$ cat src/rtl/dma_channel_arbiter.sv
//==============================================================================
// dma_channel_arbiter : DREQ/DACK channel arbiter with fixed or rotating priority
// Revision 1.0
//==============================================================================
`default_nettype none

module dma_channel_arbiter #(
  parameter int NUM_CH = 4,
  parameter int PW     = $clog2(NUM_CH)
) (
  input  logic              CLK,
  input  logic              RESET,
  input  logic [NUM_CH-1:0] dreq,
  input  logic              dreqActiveLow,
  input  logic              dackActiveLow,
  input  logic [NUM_CH-1:0] mask,
  input  logic              ctrlDisable,
  input  logic              rotatePriority,
  input  logic              hlda,
  input  logic              xferDone,
  output logic              hrq,
  output logic [NUM_CH-1:0] dack,
  output logic [NUM_CH-1:0] chSel,
  output logic              validDack,
  output logic [PW-1:0]     prioPtr
);

  typedef enum logic [1:0] {
    S_IDLE    = 2'd0,
    S_REQ     = 2'd1,
    S_GRANT   = 2'd2,
    S_RELEASE = 2'd3
  } state_t;

  state_t            r_state, w_stateNxt;
  logic              r_hrq, w_hrqNxt;
  logic              r_valid, w_validNxt;
  logic [NUM_CH-1:0] r_chSel, w_chSelNxt;
  logic [PW-1:0]     r_ptr, w_ptrNxt;
  logic [PW-1:0]     r_grantIdx, w_grantIdxNxt;

  logic [NUM_CH-1:0] w_vreq;
  logic [NUM_CH-1:0] w_winOH;
  logic [PW-1:0]     w_winIdx;
  logic [PW:0]       w_cand;

  assign w_vreq = (dreq ^ {NUM_CH{dreqActiveLow}}) & ~mask;

  // Scan offsets high to low so the smallest offset from the pointer wins.
  always_comb begin
    w_winIdx = '0;
    w_winOH  = '0;
    w_cand   = '0;
    for (int k = NUM_CH - 1; k >= 0; k--) begin
      w_cand = {1'b0, r_ptr} + (PW + 1)'(k);
      if (w_cand >= (PW + 1)'(NUM_CH)) begin
        w_cand = w_cand - (PW + 1)'(NUM_CH);
      end
      if (w_vreq[w_cand[PW-1:0]]) begin
        w_winIdx = w_cand[PW-1:0];
        w_winOH  = '0;
        w_winOH[w_cand[PW-1:0]] = 1'b1;
      end
    end
  end

  always_comb begin
    w_stateNxt    = r_state;
    w_hrqNxt      = r_hrq;
    w_validNxt    = r_valid;
    w_chSelNxt    = r_chSel;
    w_ptrNxt      = r_ptr;
    w_grantIdxNxt = r_grantIdx;
    case (r_state)
      S_IDLE: begin
        if ((|w_vreq) && !ctrlDisable) begin
          w_stateNxt = S_REQ;
          w_hrqNxt   = 1'b1;
        end
      end
      S_REQ: begin
        // A vanished request beats a simultaneous hold acknowledge.
        if (w_vreq == '0) begin
          w_stateNxt = S_IDLE;
          w_hrqNxt   = 1'b0;
        end else if (hlda) begin
          w_stateNxt    = S_GRANT;
          w_chSelNxt    = w_winOH;
          w_validNxt    = 1'b1;
          w_grantIdxNxt = w_winIdx;
        end
      end
      S_GRANT: begin
        if (!hlda) begin
          w_stateNxt = S_IDLE;
          w_hrqNxt   = 1'b0;
          w_chSelNxt = '0;
          w_validNxt = 1'b0;
        end else if (xferDone) begin
          w_stateNxt = S_RELEASE;
          w_hrqNxt   = 1'b0;
          w_chSelNxt = '0;
          w_validNxt = 1'b0;
          if (rotatePriority) begin
            w_ptrNxt = (r_grantIdx == PW'(NUM_CH - 1)) ? '0 : r_grantIdx + 1'b1;
          end
        end
      end
      S_RELEASE: begin
        w_stateNxt = S_IDLE;
      end
      default: begin
        w_stateNxt = S_IDLE;
        w_hrqNxt   = 1'b0;
        w_chSelNxt = '0;
        w_validNxt = 1'b0;
      end
    endcase
    if (!rotatePriority) begin
      w_ptrNxt = '0;
    end
  end

  always_ff @(posedge CLK or posedge RESET) begin
    if (RESET) begin
      r_state    <= S_IDLE;
      r_hrq      <= 1'b0;
      r_valid    <= 1'b0;
      r_chSel    <= '0;
      r_ptr      <= '0;
      r_grantIdx <= '0;
    end else begin
      r_state    <= w_stateNxt;
      r_hrq      <= w_hrqNxt;
      r_valid    <= w_validNxt;
      r_chSel    <= w_chSelNxt;
      r_ptr      <= w_ptrNxt;
      r_grantIdx <= w_grantIdxNxt;
    end
  end

  assign hrq       = r_hrq;
  assign chSel     = r_chSel;
  assign validDack = r_valid;
  assign prioPtr   = r_ptr;
  assign dack      = r_chSel ^ {NUM_CH{dackActiveLow}};

endmodule

`default_nettype wire

$ cat config.mk
export PLATFORM = sky130hd
export DESIGN_NAME = dma_channel_arbiter
export DESIGN_NICKNAME = d
export VERILOG_FILES = /design/src/rtl/dma_channel_arbiter.sv
export SDC_FILE = /design/constraint.sdc
export NUM_CORES = 1
export LEC_CHECK = 0
export CORE_ASPECT_RATIO = 0.9
export CORE_MARGIN = 2
export CORE_UTILIZATION = 45
export DETAILED_ROUTE_END_ITERATION = 8
export GPL_TIMING_DRIVEN = 0
export PLACE_DENSITY = 0.74
export SLEW_MARGIN = 25
export SYNTH_ARGS = -nofsm -noshare
export SYNTH_HDL_FRONTEND = slang
export SYNTH_SLANG_ARGS = --single-unit
$ cat constraint.sdc
create_clock -name CLK -period 3.32 [get_ports CLK]
set_input_delay 0.664 -clock CLK [delete_from_list [all_inputs] [get_ports CLK]]
set_output_delay 0.664 -clock CLK [all_outputs]
set_load 0.02 [all_outputs]
Yosys cells after proc, flatten, opt, wreduce, memory -nomap -nowiden --
Index checks and enable logic that the tools add are counted.
Storage, ports and cells: flip-flop bits (word level) 12, bits of input ports 16, output and inout port bits 12, word-level logic and storage cells 112
Operators by class: add/subtract/negate cells 8, order comparisons 12, equal/unequal tests 13, mux-type cells 52, bitwise logic cells 5, reductions and logical operators 16
Operators by type and width (number):
- 2-bit two-way mux | 18
- 4-bit two-way mux | 8
- 1-bit two-way mux | 14
- 2-bit by 3-bit < comparator with 1-bit output (second input constant) | 4
- 3-bit >= comparator (second input constant) | 3
- 3-bit AND reduction | 3
- 1-bit binary-select mux with 2-bit select | 4
- 1-bit demux with 2-bit select | 4
- 2-bit by 1-bit >= comparator with 1-bit output (second input constant) | 4
- 2-bit inequality test (second input constant) | 4
- 2-bit case mux with 4 select lines | 1
- 4-bit case mux with 2 select lines | 1
- 4-bit AND reduction | 2
- 2-bit by 1-bit subtractor with 2-bit output (second input constant) | 4
- 4-bit XOR | 2
- 2-bit by 2-bit adder with 3-bit output (second input constant) | 2
- 2-bit equality test (second input constant) | 3
- 2-bit by 1-bit inequality test with 1-bit output (second input constant) | 3
- 3-bit inequality test (second input constant) | 2
- 1-bit logical AND | 5
- 4-bit bitwise AND | 1
- 4-bit zero test | 1
- 4-bit inverter | 1
- 4-bit OR reduction | 1
- other kinds (11) | 11

Logic depth before layout (Yosys ltp) --
depth after elaboration 14, gate-level depth with buffers 8, mapped depth without buffers 7

Least setup slack after synthesis --
OpenSTA, ideal clock, no wires.
path type in2reg, from in dreqActiveLow, to reg r_chSel[1] (netlist: chSel[1]), library setup time 82 ps, arrival 1972 ps, required time 3238 ps, slack 1266 ps, stages on the path 7, buffers on the path 1, cells stage by stage buf_6 -> xor2_1 -> a32o_2 -> or3b_1 -> a21oi_2 -> nand2_1 -> a31oi_1
On the way: longest elaborated chain between the ends 11, elaborated cells between the ends (all ways) 20, classes of those cells 1 x eq/ne; 15 x mux; 2 x bitwise; 2 x reduce/logical
Ends and longest elaborated chain:
- start, declared | RTL line 14 | input logic dreqActiveLow,
- 4-bit XOR * | RTL line 47 | assign w_vreq = (dreq ^ {NUM_CH{dreqActiveLow}}) & ~mask;
- 4-bit bitwise AND * | RTL line 47
- 1-bit binary-select mux with 2-bit select | RTL line 59 | if (w_vreq[w_cand[PW-1:0]]) begin
- 1-bit two-way mux (not written as such) | RTL line 59
- 4-bit two-way mux (4 in series) | RTL line 59
- 4-bit two-way mux | RTL line 86 | end else if (hlda) begin
- 4-bit two-way mux | RTL line 83 | if (w_vreq == '0) begin
- 4-bit case mux with 2 select lines | RTL line 74 | case (r_state)
- end signal, assigned | RTL line 136 | r_chSel <= w_chSelNxt;
- end, declared | RTL line 38 | logic [NUM_CH-1:0] r_chSel, w_chSelNxt;
Every way passes the cells marked *; elsewhere a longest branch is shown, timed or not. The select of a mux whose other input is x is not followed. A chain may end at the register's enable or synchronous reset.

Worst setup path after layout --
from in dackActiveLow, to out dack[0]
On the way: longest elaborated chain between the ends 1
Ends and longest elaborated chain:
- start, declared | RTL line 15 | input logic dackActiveLow,
- 4-bit XOR | RTL line 146 | assign dack = r_chSel ^ {NUM_CH{dackActiveLow}};
- end, declared | RTL line 22 | output logic [NUM_CH-1:0] dack,
No other way between the ends.

==> qor.yml <==
run_status:
  outcome: "finished clean"
clock_tree:
  post_cts_buffers: 0
  cts_root_buf: "clkbuf_4"
  cts_made_buffers: 3
  clk_pin_slew_ps: 80
  clock_insertion_delay_worst_skew_ps: 280
  ctsHoldBuffers: 0
  cts_tree: "done"
  h-tree-depth: 1
  clock-sinks: 12
  clock_path_buffers: 2
  cts_resized: 0
sta:
  hold_viol: 0
  max_slew.worst_pin.slew_ps: 522
  fin_tns_setup_ps: 0
  drv_slew: 0
  fin_worst_skew_ps: 11.2
  fmax_ghz: 0.368
  slew_headroom_pct: 64.9
  setup_violations: 0
  min_period_ps: 2720
  rsz0062_at_grt: "no"
  finalCritPeriodShare_pct: 81.9
power_and_ir_drop:
  p_int_mw: 0.562
  seq_power_share_pct: 26.7
  peakVddDrop_v: 0.000522
  power-per-cell-area_nw_per_um2: 717
  switchingPower_mw: 0.454
  pwr-share-clk_pct: 9.0
  p_comb_share_pct: 64.4
  leakagePower_nw: 0.644
  switching_share_pct: 44.7
placed_design:
  portBuffers: 26
  place.gp.congestion: 0.804
  hpwl_mm: 2.06
  dp.cells: 177
grt:
  grt_max_degree: 13
  grt_usage_pct: 18.6
  grt_pass1_wl_mm: 4.16
  overflow: 0
  antenna_found_initial: 0
  first_global_vias: 963
logic_synthesis:
  yosys_warnings: 0
  synthTopCellsByCount: "inv_1 (14), dfrtp_1 (12), nand2_1 (12), a21oi_1 (10), ha_1 (9)"
  yosysSeqAreaShare_pct: 27.3
  yosysTopAreaCell: "dfrtp_1"
  synth_area_leaders: "dfrtp_1 (27%), ha_1 (10%), inv_1 (4.8%)"
  syn_area_um2: 1100
  avgSynthCellArea_um2: 8.86
  yosysUniqueCellTypes: 43
  syn_nets: 149
  synth_edf_count: 0
  async_flop_share_pct: 100
  synth-seq-cells: 12
  yosysMostFrequentCell: "inv_1"
  synth_cells: 124
  synth_ff_type: "dfrtp_1"
  yosysTopAreaCellShare_pct: 27.3
drt:
  drt_first_iter_violations: 34
  drc: 0
  vias: 1049
  wl_per_cell_um: 14.1
  routed_wl_mm: 2.54
  firstDrtPassIters: 4
  ant_nets: 0
  vias_per_cell: 5.83
floorplan:
  dieWidth_um: 56.1
  std_cell_rows: 16
  core_area_um2: 2240
  die_h_um: 50.9
  die_area_um2: 2850
  ioPinCount: 28
  start_util_pct: 49.0
worst_hold_path:
  hp-class: "flip-flop to flip-flop"
  hp-start: "validDack"
layout:
  fin_cells: 180
  drive_gt1_share_pct: 10.5
  antenna_cells: 0
  syn_to_final_growth_pct: 28.8
  finalNetCount: 180
setup_path:
  worstSetupPathType: "input port to output port"
  worst-endpoint-arrival_ps: 2050
  critPathLaunch: "dackActiveLow"
  r2r-start: "prioPtr[0]"
  endpoint_kind: "output port"
  start_kind: "input port"
  worstPathRequired_ps: 2660
  worstPathMaxFanout: 4
run:
  cap_violations: 0
[sequential cells by signal, summed over array words and instances, names as in the netlist]
signal	count
r_grantIdx	2
chSel	4
prioPtr	2
validDack	1
hrq	1
r_state	2
[layout make-up]
class / count / area [um^2]
fill: 207 / 827
multi-input combinational: 95 / 726
sequential: 12 / 300
timing repair buffer: 26 / 260
inverter: 14 / 52.6
tap: 27 / 33.8
clock buffer: 3 / 22.5
buffer: 3 / 20.0
[cell families after synthesis]
family,after synthesis,share of synthesized area [%]
AO/OA/AOI/OAI,44,29.4
flip-flops,12,27.3
XOR/XNOR,9,7.86
AND/OR/NAND/NOR,26,11.7
adder cells (fa/ha/maj),9,10.3
multiplexers,7,6.83
buffers and inverters,17,6.61
[per-stage QoR]
stage	utilization (%)	setup slack, ps	instance area [um^2]	hold slack [ps]	total power [mW]
floorplan	-	1270	1100	471	0.692
global placement	62.1	640	1390	469	0.902
detailed placement	62.1	581	1390	485	0.926
CTS	63.1	577	1420	502	1.02
global route	63.1	525	1420	524	1.09
finish	63.1	602	1420	497	1.02
[layer usage]
metal	up-vias	wire length, um	track usage, %
li1	511	-	-
met2	37	1240	32.2
met1	489	1100	22.6
met4	0	52	4.76
met3	12	149	5.57
met5	-	0	0
[layout by cell type (no fill, tap or decap), drive strengths merged, types with 3 or more instances in the layout]
cell	count
clkdlybuf4s50	26
inv	14
nand2	12
dfrtp	12
a21oi	11
ha	9
xor2	6
mux2i	6
a31oi	5
o21ai	5
nor2	4
a22oi	4
nor2b	4
clkbuf	4
xnor2	3
[worst paths after layout]
check / cells past startpoint / slack (ps) / end
setup / recovery: 3 / 600 / dack[0]
setup reg to reg: 8 / 1190 / chSel[0]
hold / removal: 2 / 500 / validDack
max in group asynchronous: 2 / 2300 / prioPtr[0]
hold reg to reg: 2 / 500 / validDack
min in group asynchronous: 2 / 690 / chSel[0]
[critical path, stage by stage]
cell and delay [ps]:
clkdlybuf4s50_1 580, xor2_1 170, clkdlybuf4s50_1 630
[power groups by stage]
stage | combinational [mW] | clock (mW) | sequential (mW)
CTS | 0.656 | 0.0911 | 0.271
floorplan | 0.383 | 0 | 0.309
finish | 0.654 | 0.0909 | 0.271
global placement | 0.635 | 0 | 0.268
detailed placement | 0.652 | 0 | 0.274
global route | 0.709 | 0.101 | 0.282
No activity file was read; power rests on OpenSTA's default activity.
==> RTL edit 1, RTL diff (same settings) <==
`NUM_CH`: 4 -> 2.
--- a/src/rtl/dma_channel_arbiter.sv
+++ b/src/rtl/dma_channel_arbiter.sv
@@ -7,3 +7,3 @@
 module dma_channel_arbiter #(
-  parameter int NUM_CH = 4,
+  parameter int NUM_CH = 2,
   parameter int PW     = $clog2(NUM_CH)
Interface: changed (5 resized); port bits go from 28 to 19. The function was not compared with the original's and may differ.
==> RTL edit 1 against the unedited design <==
  * Hold slack gained 0.023 ns
  * Area after synthesis fell by 41%
  * Routed wire length shrank 43%
  * Sequential cell count is 4 lower
  * Combinational power shrank 42%
  * Count of clock-buffer cells in the layout unchanged
  * Power decreased by 39%
  * Cell area fell by 39%
  * Setup slack better by 0.098 ns
  * Critical path type unchanged
  * Largest power group unchanged
==> RTL edit 1: results (changes against the unedited design) <==
| Metric | Value |
|---|---|
| Status | `complete, no violations` |
| Crit path max-delay family | `buffers and inverters` |
| Top cells by area, synth | `dfrtp_1 31%, ha_1 9.6%, inv_1 5.2%` |
| CP max stage delay | `0.62 ns` |
| Worst-path fanout max | `2 (-2)` |
| Fill cell count | `105 (-49%)` |
| Clk_lat worst skew | `0.25 ns (-0.03 ns)` |
| Post-synth top cells | `9 x inv_1, 8 x dfrtp_1, 5 x ha_1, 5 x nor2_1` |
| FF-to-FF Start | `r_state[1]` |
| Tcrit/Tclk final | `78.9% (-3.0 points)` |
| Initial antenna violation count | `0 (unchanged)` |
| GRT Total Usage | `19.9% (+1.4 points)` |
| First-pass GRT wire length | `2460 µm (-41%)` |
| Initial drt markers | `15 (-56%)` |
| H-tree levels | `1 (unchanged)` |
| Worst r2r path cells | `6 (-2)` |
| Synth unique cells | `31 (-28%)` |
| Pre-CTS setup slack | `0.686 ns (+0.104 ns)` |
| Pre-antenna DRT Iters | `4 (unchanged)` |
| Clock power share | `11.6% (+2.6 points)` |
| Pin count of the biggest net entering global routing | `9 (-4)` |
| Reg2reg end | `r_state[1]` |
| Share of cells above drive strength 1 | `15.7% (+5.3 points)` |
| Reg-to-reg setup timing slack | `1.51 ns (+0.32 ns)` |
| Mapped Cells | `68 (-45%)` |
| Buffers on Ports | `18 (-31%)` |
| Reg clk slew, reported paths | `0.05 ns (-0.03 ns)` |
| DP HPWL | `1150 µm (-44%)` |
| Seq/Total Area, Yosys | `30.8% (+3.5 points)` |
| Vias | `594 (-43%)` |
| Synth Net Count | `85 (-43%)` |
| Hold WC Path Type | `register to register` |
| Crit path DAT | `1.96 ns (-0.09 ns)` |
| WL/cell | `14.0 µm (-1.1%)` |
| Max IR drop VDD | `376 µV (-28%)` |
| Final cell count without fillers | `103 (-43%)` |
| Vias in the first global route | `554 (-42%)` |
| Leakage power | `0.389 nW (-40%)` |
| CTS Root Cell | `clkbuf_4` |
| Top-area cell type share of the netlist area | `30.8% (+3.5 points)` |
| Crit path capture | `dack[0]` |
| Final GP Congestion | `0.831 (+3.4%)` |
| Slew margin rel. | `77.8% (+13 points)` |
| Final Skew | `0.00249 ns (-0.00875 ns)` |
| Sw Pwr | `0.000257 W (-43%)` |
| Final #Nets | `108 (-40%)` |
[RTL edit 1: kinds of logic (layout without fill, tap and decap cells)]
kind of cell,count (synthesis),after routing,share of synthesized area [%]
AOI/OAI and AO/OA,21,21,27.0
xor gates and xnor gates,2,2,2.70
adders and majority gates,5,5,9.63
buffers and inverters,10,31,5.78
DFF,8,8,30.8
muxes,4,4,7.71
and+or+nand+nor,18,18,16.4
[RTL edit 1: worst register-to-register path, delay by kind of cell (launching register included)]
family          cells  cell delay (ns)
flops               1             0.41
fa+ha+maj           1             0.32
mux                 1             0.32
compound gates      2             0.29
simple gates        1             0.25
buf+inv             1             0.11
[RTL edit 1: layer usage]
layer  up-vias  track usage (%)  wire, µm  share of wire, %
met5         -                0         0                 0
met4         0             7.58        12              0.84
met3         4             7.21       102               7.1
met2        19             32.7       681                47
met1       274             24.3       641                45
li1        297                -         -                 -
[RTL edit 1: stage by stage]
stage	area [µm²]	utilization (%)	total power [W]
6_report	870	67.3	0.000623
3_5_place_dp	847	65.6	0.000550
3_3_place_gp	847	65.6	0.000544
2_1_floorplan	649	-	0.000422
5_1_grt	870	67.3	0.000675
4_1_cts	870	67.3	0.000631
[RTL edit 1: power by group through the flow]
stage | registers, W | logic (W) | clock network (W)
CTS | 0.000174 | 0.000383 | 0.0000746
finish | 0.000173 | 0.000377 | 0.0000724
global route | 0.000180 | 0.000415 | 0.0000810
global placement | 0.000173 | 0.000371 | 0
detailed placement | 0.000176 | 0.000374 | 0
floorplan | 0.000198 | 0.000224 | 0
[RTL edit 1: final cells by class]
class                      count  area share [%]
multi-input combinational     50            47.3
buffer                         1           0.432
timing repair buffer          18            20.7
sequential                     8            23.0
tap                           14            2.01
clock buffer                   3            2.59
inverter                       9            3.88
[RTL edit 1: worst min-delay path by stage]
stage | startpoint | endpoint | slack, ns | cells after the start
4_1_cts | r_grantIdx | r_grantIdx | 0.52 | 1
2_1_floorplan | RESET | chSel[0] | 0.48 | 1
6_report | r_grantIdx | r_grantIdx | 0.52 | 1
3_5_place_dp | r_grantIdx | r_grantIdx | 0.50 | 1
3_3_place_gp | r_grantIdx | r_grantIdx | 0.51 | 1
5_1_grt | r_grantIdx | r_grantIdx | 0.55 | 1
==> RTL edit 2, RTL diff (same settings) <==
Made on the original files. Re-encode `state_t` (4 states) as one-hot, 4 bits wide.
--- a/src/rtl/dma_channel_arbiter.sv
+++ b/src/rtl/dma_channel_arbiter.sv
@@ -27,7 +27,7 @@
 
-  typedef enum logic [1:0] {
-    S_IDLE    = 2'd0,
-    S_REQ     = 2'd1,
-    S_GRANT   = 2'd2,
-    S_RELEASE = 2'd3
+  typedef enum logic [3:0] {
+    S_IDLE    = 4'b0001,
+    S_REQ     = 4'b0010,
+    S_GRANT   = 4'b0100,
+    S_RELEASE = 4'b1000
   } state_t;
Check against the original RTL: same outputs for any inputs over 10 cycles, from zero or initial values and one cycle with RESET high; not proved beyond that.
==> RTL edit 2 against the unedited design <==
  * Die area is 2.7% higher
  * Register-to-register slack lost 0.17 ns
  * Non-clock buffer count stayed put
  * Routed wire length increased by 0.28%
  * Global-route usage is 1.4 points higher
  * Setup slack gained 0.028 ns
  * Sequential cell count grew 2
  * Critical path depth is the same
  * Cell area rose by 4.1%
  * Area after synthesis grew 3.0%
  * Critical path type unchanged
  * Largest cell class unchanged
Power is not compared: it rests on default switching activity, and its combinational part moved more than twofold at a synthesized area within 25%.
==> RTL edit 2: results (changes against the unedited design) <==
| Metric | Value |
|---|---|
| Status | `complete, no violations` |
| Post-synth top cells | `13 x dfrtp_1, 8 x nor2_1, 8 x o21ai_0, 7 x a21o_1, 7 x inv_1` |
| Reg2reg end | `chSel[3]` |
| Routed WL | `2550 µm (+0.28%)` |
| Synth unique cells | `41 (-4.7%)` |
| Pre-CTS setup slack | `0.494 ns (-0.0878 ns)` |
| Crit path setup slack, layout | `0.631 ns (+0.0284 ns)` |
| Max IR drop VDD | `308 µV` |
| Pre-antenna DRT Iters | `4 (unchanged)` |
| Antenna diodes | `0 (unchanged)` |
| Cell Area, Placed | `1440 µm² (+3.1%)` |
| Worst-path fanout max | `4 (unchanged)` |
| M3 GR Usage | `3.98% (-1.6 points)` |
| Worst Setup SP | `dackActiveLow` |
| Metal2 WL | `1230 µm (-0.32%)` |
| WHS Path Cells | `1 (-1)` |
| Fill cell count | `234 (+13%)` |
| P&R area growth vs syn | `30.2%` |
| Initial drt markers | `20 (-41%)` |
| CP max stage delay | `0.62 ns` |
| First-pass GRT wire length | `4620 µm (+11%)` |
| Crit path DAT | `2.03 ns (-0.02 ns)` |
| Final #Nets | `172 (-4.4%)` |
| Hold WC Path Type | `register to register` |
| Initial antenna violation count | `0 (unchanged)` |
| Hold Worst Slack | `0.486 ns (-0.0114 ns)` |
| FF-to-FF Start | `prioPtr[0]` |
| Hold endpoint | `validDack` |
| DR top layer | `met4` |
| Worst r2r path cells | `7 (-1)` |
| Clk_lat worst skew | `0.28 ns (about the same)` |
| Mapped Cells | `120 (-3.2%)` |
| Buffers on Ports | `27 (+3.8%)` |
| Reg-to-reg setup timing slack | `1.02 ns (-0.17 ns)` |
| Met1 WL | `1170 µm (+6.3%)` |
| CTS Root Cell | `clkbuf_4` |
| Share of cells above drive strength 1 | `11.3% (+0.80 points)` |
| Slew margin rel. | `49.6% (-15 points)` |
| Leakage power | `0.647 nW` |
| Pin count of the biggest net entering global routing | `15 (+2)` |
| Num CTS Buffers | `3 (unchanged)` |
| Hold path startpoint | `validDack` |
| Metal3 WL | `107 µm (-28%)` |
| Post_cts resized | `0 (unchanged)` |
| Top cells by area, synth | `dfrtp_1 29%, a21o_1 4.6%, ha_1 4.4%` |
| Seq/Total Area, Yosys | `31.1% (+3.7 points)` |
| GRT Total Usage | `20.0% (+1.4 points)` |
| Met2 global-route usage | `35.9% (+3.7 points)` |
| Final cell count without fillers | `179 (-0.56%)` |
| Reg clk slew, reported paths | `~0.090 ns` |
| Final Skew | `0.00457 ns (-0.00667 ns)` |
| Vias | `1,050 (+0.095%)` |
| H-tree levels | `1 (unchanged)` |
| DP HPWL | `1980 µm (-4.0%)` |
| Final GP Congestion | `0.818 (+1.7%)` |
| Met1 usage | `24.5% (+1.9 points)` |
| Crit path capture | `dack[0]` |
| Synth Net Count | `140 (-6.0%)` |
-- RTL edit 2: cell families (layout without fill, tap and decap cells) --
family	after synthesis	in the layout	share of synthesized area (%)
fa+ha+maj	4	4	4.42
simple gates	32	32	15.7
buf+inv	9	40	3.76
mux	5	5	5.42
flops	14	14	31.1
compound gates	46	46	31.9
xor+xnor	10	10	7.74
-- RTL edit 2: area by class of cell --
| cell class | count | share of cell area (%) |
|---|---|---|
| inverter | 7 | 1.78 |
| timing repair buffer | 27 | 18.4 |
| buffer | 2 | 1.10 |
| tap | 28 | 2.38 |
| sequential | 14 | 23.9 |
| clock buffer | 4 | 2.46 |
| multi-input combinational | 97 | 50.0 |
-- RTL edit 2: power by group --
part	internal [W]	leakage, nW	total (W)	switching [W]
clock network	0.0000667	0.0210	0.000123	0.0000568
registers	0.000197	0.186	0.000217	0.0000201
logic	0.0000987	0.439	0.000195	0.0000959
-- RTL edit 2: critical path: cells and delay by family --
family | cells | cell delay (ns)
xor+xnor | 1 | 0.16
buf+inv | 2 | 1.20
